$ cat config.mk
export PLATFORM = sky130hd
export DESIGN_NAME = mem_burst_arbiter
export DESIGN_NICKNAME = d
export VERILOG_FILES = /design/src/rtl/mem_burst_arbiter.sv
export SDC_FILE = /design/constraint.sdc
export NUM_CORES = 1
export LEC_CHECK = 0
export CAP_MARGIN = 0
export CORE_AREA = 5 5 251 253
export DETAILED_ROUTE_END_ITERATION = 6
export DIE_AREA = 0 0 256 258
export PLACE_DENSITY_LB_ADDON = 0.08
export SYNTH_ARGS = -nofsm -noshare
export SYNTH_HDL_FRONTEND = slang
export SYNTH_SLANG_ARGS = --single-unit
$ cat constraint.sdc
create_clock -name ACLK -period 1.7 [get_ports ACLK]
set_input_delay 0.34 -clock ACLK [delete_from_list [all_inputs] [get_ports ACLK]]
set_output_delay 0.34 -clock ACLK [all_outputs]
set_load 0.1 [all_outputs]
$ cat src/rtl/mem_burst_arbiter.sv
// Two-client round-robin arbiter in front of a single burst-level AXI master port.
// Grants one read or write burst at a time and routes strobes/finish to the owner only.
module mem_burst_arbiter #(
    parameter int MEM_DATA_BITS = 64,
    parameter int ADDR_BITS     = 32,
    parameter int LEN_BITS      = 10
) (
    input  logic                     ACLK,
    input  logic                     ARESETN,

    input  logic                     c0_wr_burst_req,
    input  logic                     c0_rd_burst_req,
    input  logic [ADDR_BITS-1:0]     c0_wr_burst_addr,
    input  logic [ADDR_BITS-1:0]     c0_rd_burst_addr,
    input  logic [LEN_BITS-1:0]      c0_wr_burst_len,
    input  logic [LEN_BITS-1:0]      c0_rd_burst_len,
    input  logic [MEM_DATA_BITS-1:0] c0_wr_burst_data,
    output logic                     c0_wr_burst_data_req,
    output logic [MEM_DATA_BITS-1:0] c0_rd_burst_data,
    output logic                     c0_rd_burst_data_valid,
    output logic                     c0_wr_burst_finish,
    output logic                     c0_rd_burst_finish,

    input  logic                     c1_wr_burst_req,
    input  logic                     c1_rd_burst_req,
    input  logic [ADDR_BITS-1:0]     c1_wr_burst_addr,
    input  logic [ADDR_BITS-1:0]     c1_rd_burst_addr,
    input  logic [LEN_BITS-1:0]      c1_wr_burst_len,
    input  logic [LEN_BITS-1:0]      c1_rd_burst_len,
    input  logic [MEM_DATA_BITS-1:0] c1_wr_burst_data,
    output logic                     c1_wr_burst_data_req,
    output logic [MEM_DATA_BITS-1:0] c1_rd_burst_data,
    output logic                     c1_rd_burst_data_valid,
    output logic                     c1_wr_burst_finish,
    output logic                     c1_rd_burst_finish,

    output logic                     m_wr_burst_req,
    output logic                     m_rd_burst_req,
    output logic [ADDR_BITS-1:0]     m_wr_burst_addr,
    output logic [ADDR_BITS-1:0]     m_rd_burst_addr,
    output logic [LEN_BITS-1:0]      m_wr_burst_len,
    output logic [LEN_BITS-1:0]      m_rd_burst_len,
    output logic [MEM_DATA_BITS-1:0] m_wr_burst_data,
    input  logic                     m_wr_burst_data_req,
    input  logic [MEM_DATA_BITS-1:0] m_rd_burst_data,
    input  logic                     m_rd_burst_data_valid,
    input  logic                     m_wr_burst_finish,
    input  logic                     m_rd_burst_finish,

    output logic                     busy,
    output logic [1:0]               owner
);

    typedef enum logic [1:0] {
        IDLE = 2'd0,
        BUSY = 2'd1,
        GAP  = 2'd2
    } state_t;

    state_t     state, state_n;
    logic [1:0] ptr;
    logic [1:0] owner_q;
    logic [3:0] req_vec;
    logic       grant_found;
    logic [1:0] grant_idx;
    logic       finish_hit;
    logic       in_busy;
    logic       wr_req_q, rd_req_q;

    // Source index: 0 = c0 write, 1 = c0 read, 2 = c1 write, 3 = c1 read.
    assign req_vec = {c1_rd_burst_req, c1_wr_burst_req, c0_rd_burst_req, c0_wr_burst_req};

    always_comb begin
        logic [1:0] idx;
        grant_found = 1'b0;
        grant_idx   = '0;
        idx         = '0;
        for (int unsigned i = 0; i < 4; i++) begin
            idx = ptr + 2'(i);
            if (!grant_found && req_vec[idx]) begin
                grant_found = 1'b1;
                grant_idx   = idx;
            end
        end
    end

    assign finish_hit = owner_q[0] ? m_rd_burst_finish : m_wr_burst_finish;

    always_ff @(posedge ACLK) begin
        if (!ARESETN) state <= IDLE;
        else          state <= state_n;
    end

    always_comb begin
        state_n = state;
        case (state)
            IDLE:    if (grant_found) state_n = BUSY;
            BUSY:    if (finish_hit)  state_n = GAP;
            GAP:     state_n = IDLE;
            default: state_n = IDLE;
        endcase
    end

    always_ff @(posedge ACLK) begin
        if (!ARESETN) begin
            ptr             <= '0;
            owner_q         <= '0;
            wr_req_q        <= 1'b0;
            rd_req_q        <= 1'b0;
            m_wr_burst_addr <= '0;
            m_rd_burst_addr <= '0;
            m_wr_burst_len  <= '0;
            m_rd_burst_len  <= '0;
        end else if (state == IDLE && grant_found) begin
            owner_q  <= grant_idx;
            ptr      <= grant_idx + 2'd1;
            wr_req_q <= !grant_idx[0];
            rd_req_q <= grant_idx[0];
            if (grant_idx[0]) begin
                m_rd_burst_addr <= grant_idx[1] ? c1_rd_burst_addr : c0_rd_burst_addr;
                m_rd_burst_len  <= grant_idx[1] ? c1_rd_burst_len  : c0_rd_burst_len;
            end else begin
                m_wr_burst_addr <= grant_idx[1] ? c1_wr_burst_addr : c0_wr_burst_addr;
                m_wr_burst_len  <= grant_idx[1] ? c1_wr_burst_len  : c0_wr_burst_len;
            end
        end else if (state == BUSY && finish_hit) begin
            wr_req_q <= 1'b0;
            rd_req_q <= 1'b0;
        end
    end

    assign m_wr_burst_req = wr_req_q;
    assign m_rd_burst_req = rd_req_q;
    assign owner          = owner_q;
    assign busy           = (state != IDLE);
    assign in_busy        = (state == BUSY);

    // Strobes and data only pass while BUSY; everything else sees zero.
    assign m_wr_burst_data        = in_busy ? (owner_q[1] ? c1_wr_burst_data : c0_wr_burst_data) : '0;
    assign c0_rd_burst_data       = in_busy ? m_rd_burst_data : '0;
    assign c1_rd_burst_data       = in_busy ? m_rd_burst_data : '0;

    assign c0_wr_burst_data_req   = in_busy && owner_q == 2'd0 && m_wr_burst_data_req;
    assign c0_rd_burst_data_valid = in_busy && owner_q == 2'd1 && m_rd_burst_data_valid;
    assign c1_wr_burst_data_req   = in_busy && owner_q == 2'd2 && m_wr_burst_data_req;
    assign c1_rd_burst_data_valid = in_busy && owner_q == 2'd3 && m_rd_burst_data_valid;

    assign c0_wr_burst_finish     = in_busy && owner_q == 2'd0 && m_wr_burst_finish;
    assign c0_rd_burst_finish     = in_busy && owner_q == 2'd1 && m_rd_burst_finish;
    assign c1_wr_burst_finish     = in_busy && owner_q == 2'd2 && m_wr_burst_finish;
    assign c1_rd_burst_finish     = in_busy && owner_q == 2'd3 && m_rd_burst_finish;

endmodule
==> reports/metrics.cfg <==
[yosys]
yosys.area.top_type = dfxtp_1
synth_flop_cell = dfxtp_1
synth_enable_flop_cells = 0
ys_types = 29
synth_seq_cells = 92
syn_area_um2 = 5798
ys_warn_count = 0
synth.top_cell.area_share = 0.3177
syn_nets = 1087
yosysMostFrequentCell = mux2i_1
async_flop_share = 0
seq_area_frac_synth = 0.3177
syn_area_per_cell_um2 = 8.087
yosys-top-cells-area = dfxtp_1 (32%), mux2i_1 (19%), buf_4 (9.2%)
yosys-top-cells-count = mux2i_1 (108), dfxtp_1 (92), nand2_1 (88)
postSynthCellCount = 717

[cells_and_area]
nNetsFinal = 1753
finalInstanceArea_um2 = 20130
multiInputGateArea_um2 = 5430
fillers = 6103
drive_above_1_share = 0.5483
register_area_um2 = 1859
area.growth.synth_to_final_pct = 247.2

[job]
cap_violations = 0

[sta]
rsz0062_at_grt = true
worst_pin_slew_ns = 0.5944
maxSlewViolCount = 0
hold_viol = 0
slew-limit-headroom = 0.6037
finalSetupViolations = 279
fmax_mhz = 501.6
min_period_ns = 1.994
skew_ns = 0.01069
post-route-period-util = 1.173
fin_ws_ns = -0.2937

[critical_path]
worstPathRequired_ns = 1.36
cp.arrival_ns = 1.65
crit_family = buffers and inverters
crit_buf_inv = 4
cp_cell_sequence = buf_6 > nor2b_4 > buf_12 > clkbuf_16 > and2_4 > buf_12
slowest_delay_ns = 0.33
cp-start-kind = flip-flop
critPathCaptureType = primary output
crit_path_max_fanout = 11
cpMaxStageDelayCell = dfxtp_2
r2r_cells = 11
worstSetupPathDepth = 6
crit_type = flip-flop to primary output
crit_top_cell = buf_12

[route]
route.detailed.drc = 0
drtIter0Drc = 156
first_pass_iters = 4
ant_nets = 0
via_per_inst = 3.637
wl_per_cell_um = 22.48
vias = 7937
wirelength_mm = 49.06

[floorplanning]
initial_core_util = 0.09536
dieWidth_um = 256
die_h_um = 258
row_count = 91
dieArea_um2 = 66050
core_um2 = 60800
ios = 659

[place]
place_hpwl_mm = 37.68
numPortBuffers = 658
place_congestion = 0.7827
place_area_um2 = 16970
dp_slack_ns = -0.6925

[global_route]
track_usage = 0.1357
grt_pass1_vias = 8169
overflow = 0
grt_antenna_before_repair = 8
grt_max_degree = 37
grt_pass1_wl_mm = 65.45

[pwr]
intPower_mw = 10.23
pwr-share-clk = 0.102
swShare = 0.5115
switching_power_mw = 10.71
pwr-share-seq = 0.146
vdd_drop_max_mv = 0.5109
p_comb_frac = 0.752
power_mw = 20.95
leakage_nw = 7.447
power.density_nw_per_um2 = 1041

[cts]
ctsLongestPathBuffers = 2
cts-root-buf = clkbuf_16
cts_sinks = 92
ctsHtreeMaxLevel = 3
numCtsBuffers = 9
cts_hold_buf = 0
tritoncts = built
path_clk_slew_ns = 0.07
clk_latency_ns = 0.38

[outcome]
status = finished, violations left
violations = setup timing

[hold_path]
hold_path.class = primary input to flip-flop
holdPathStages = 3

==> layout make-up <==
| type | count | share of cell area |
|---|---|---|
| Antenna cell | 4 | 0.0004973 |
| Clock buffer | 10 | 0.01243 |
| Clock inverter | 6 | 0.002548 |
| Inverter | 2 | 0.0003729 |
| Multi-Input combinational cell | 499 | 0.2698 |
| Sequential cell | 92 | 0.09237 |
| Tap cell | 790 | 0.04910 |
| Timing Repair Buffer | 779 | 0.5729 |
==> state kept, by name, summed over array words and instances, names as in the netlist <==
| register | flops |
|---|---|
| m_rd_burst_addr | 32 |
| m_rd_burst_len | 10 |
| owner | 2 |
| m_wr_burst_addr | 32 |
| m_wr_burst_req | 1 |
| m_wr_burst_len | 10 |
| ptr | 2 |
| m_rd_burst_req | 1 |
| state | 2 |
==> tightest hold or removal path, delay by kind of cell <==
kind,cells,cell delay (ns)
buffers and inverters,1,0.19
AO/OA/AOI/OAI,2,0.16
==> per-stage QoR <==
stage	instances	setup TNS [ns]	util	hold WS (ns)
global route	2178	-86.76	0.3309	0.3455
global placement	2090	-50.07	0.2790	0.4938
finish	2182	-63.73	0.3311	0.3580
floorplan	717	-12.91	-	0.4924
detailed placement	2090	-51.50	0.2790	0.4968
CTS	2153	-73.14	0.3085	0.3240
==> power by group through the flow <==
stage          clock (mW)  sequential, mW  combinational, mW
6_report             2.14            3.06               15.7
3_5_place_dp            0            3.03               13.5
2_1_floorplan           0            5.40               5.81
5_1_grt              2.33            3.11               16.3
3_3_place_gp            0            3.03               13.5
4_1_cts              2.27            2.99               14.8
==> layout by cell type (no fill, tap or decap), types with 23 or more instances in the layout <==
cell type	Yosys	routed
clkdlybuf4s50_1	0	364
and2_4	0	65
o21ai_2	0	26
a31oi_1	42	32
mux2i_4	0	52
nand2_1	88	80
mux2i_2	0	34
buf_4	71	28
dfxtp_1	92	86
o2bb2ai_2	0	34
buf_12	0	318
nor2_4	0	76
buf_6	1	23
==> metal layers <==
layer	vias to the layer above	track usage	part of all wire
li1	3766	-	-
met1	3804	0.1401	0.35
met2	331	0.2615	0.55
met3	26	0.05632	0.084
met4	10	0.02024	0.0071
met5	-	0	0.0013
==> final timing paths <==
kind,end,slack (ns),startpoint
min reg2reg,m_wr_burst_req$_SDFFE_PN0P_,0.50,m_wr_burst_req$_SDFFE_PN0P_
max reg2reg,m_rd_burst_len[9]$_SDFFE_PN0P_,-0.28,ptr[1]$_SDFFE_PN0P_
min,ptr[1]$_SDFFE_PN0P_,0.36,ARESETN
max,c0_rd_burst_data[54],-0.29,state[1]$_SDFFE_PN0P_
==> kinds of logic (layout without fill, tap and decap cells) <==
group,count (synthesis),count (layout),share of synthesized area
AND/OR/NAND/NOR,252,252,0.2016
multiplexers,108,108,0.1864
other,0,4,0
flip-flops,92,92,0.3177
AO/OA/AOI/OAI,138,138,0.1573
buffers and inverters,126,797,0.1355
XOR/XNOR,1,1,0.001511
==> repair_timing <==
item | CTS | global route
gates resized for setup | 152 | 208
setup endpoints to repair | 286 | 288
setup buffers | 26 | 22
gates cloned | 21 | 14
hold endpoints to repair | 0 | 0
pin swaps | 17 | 30
(Power assumes the default switching activity.)
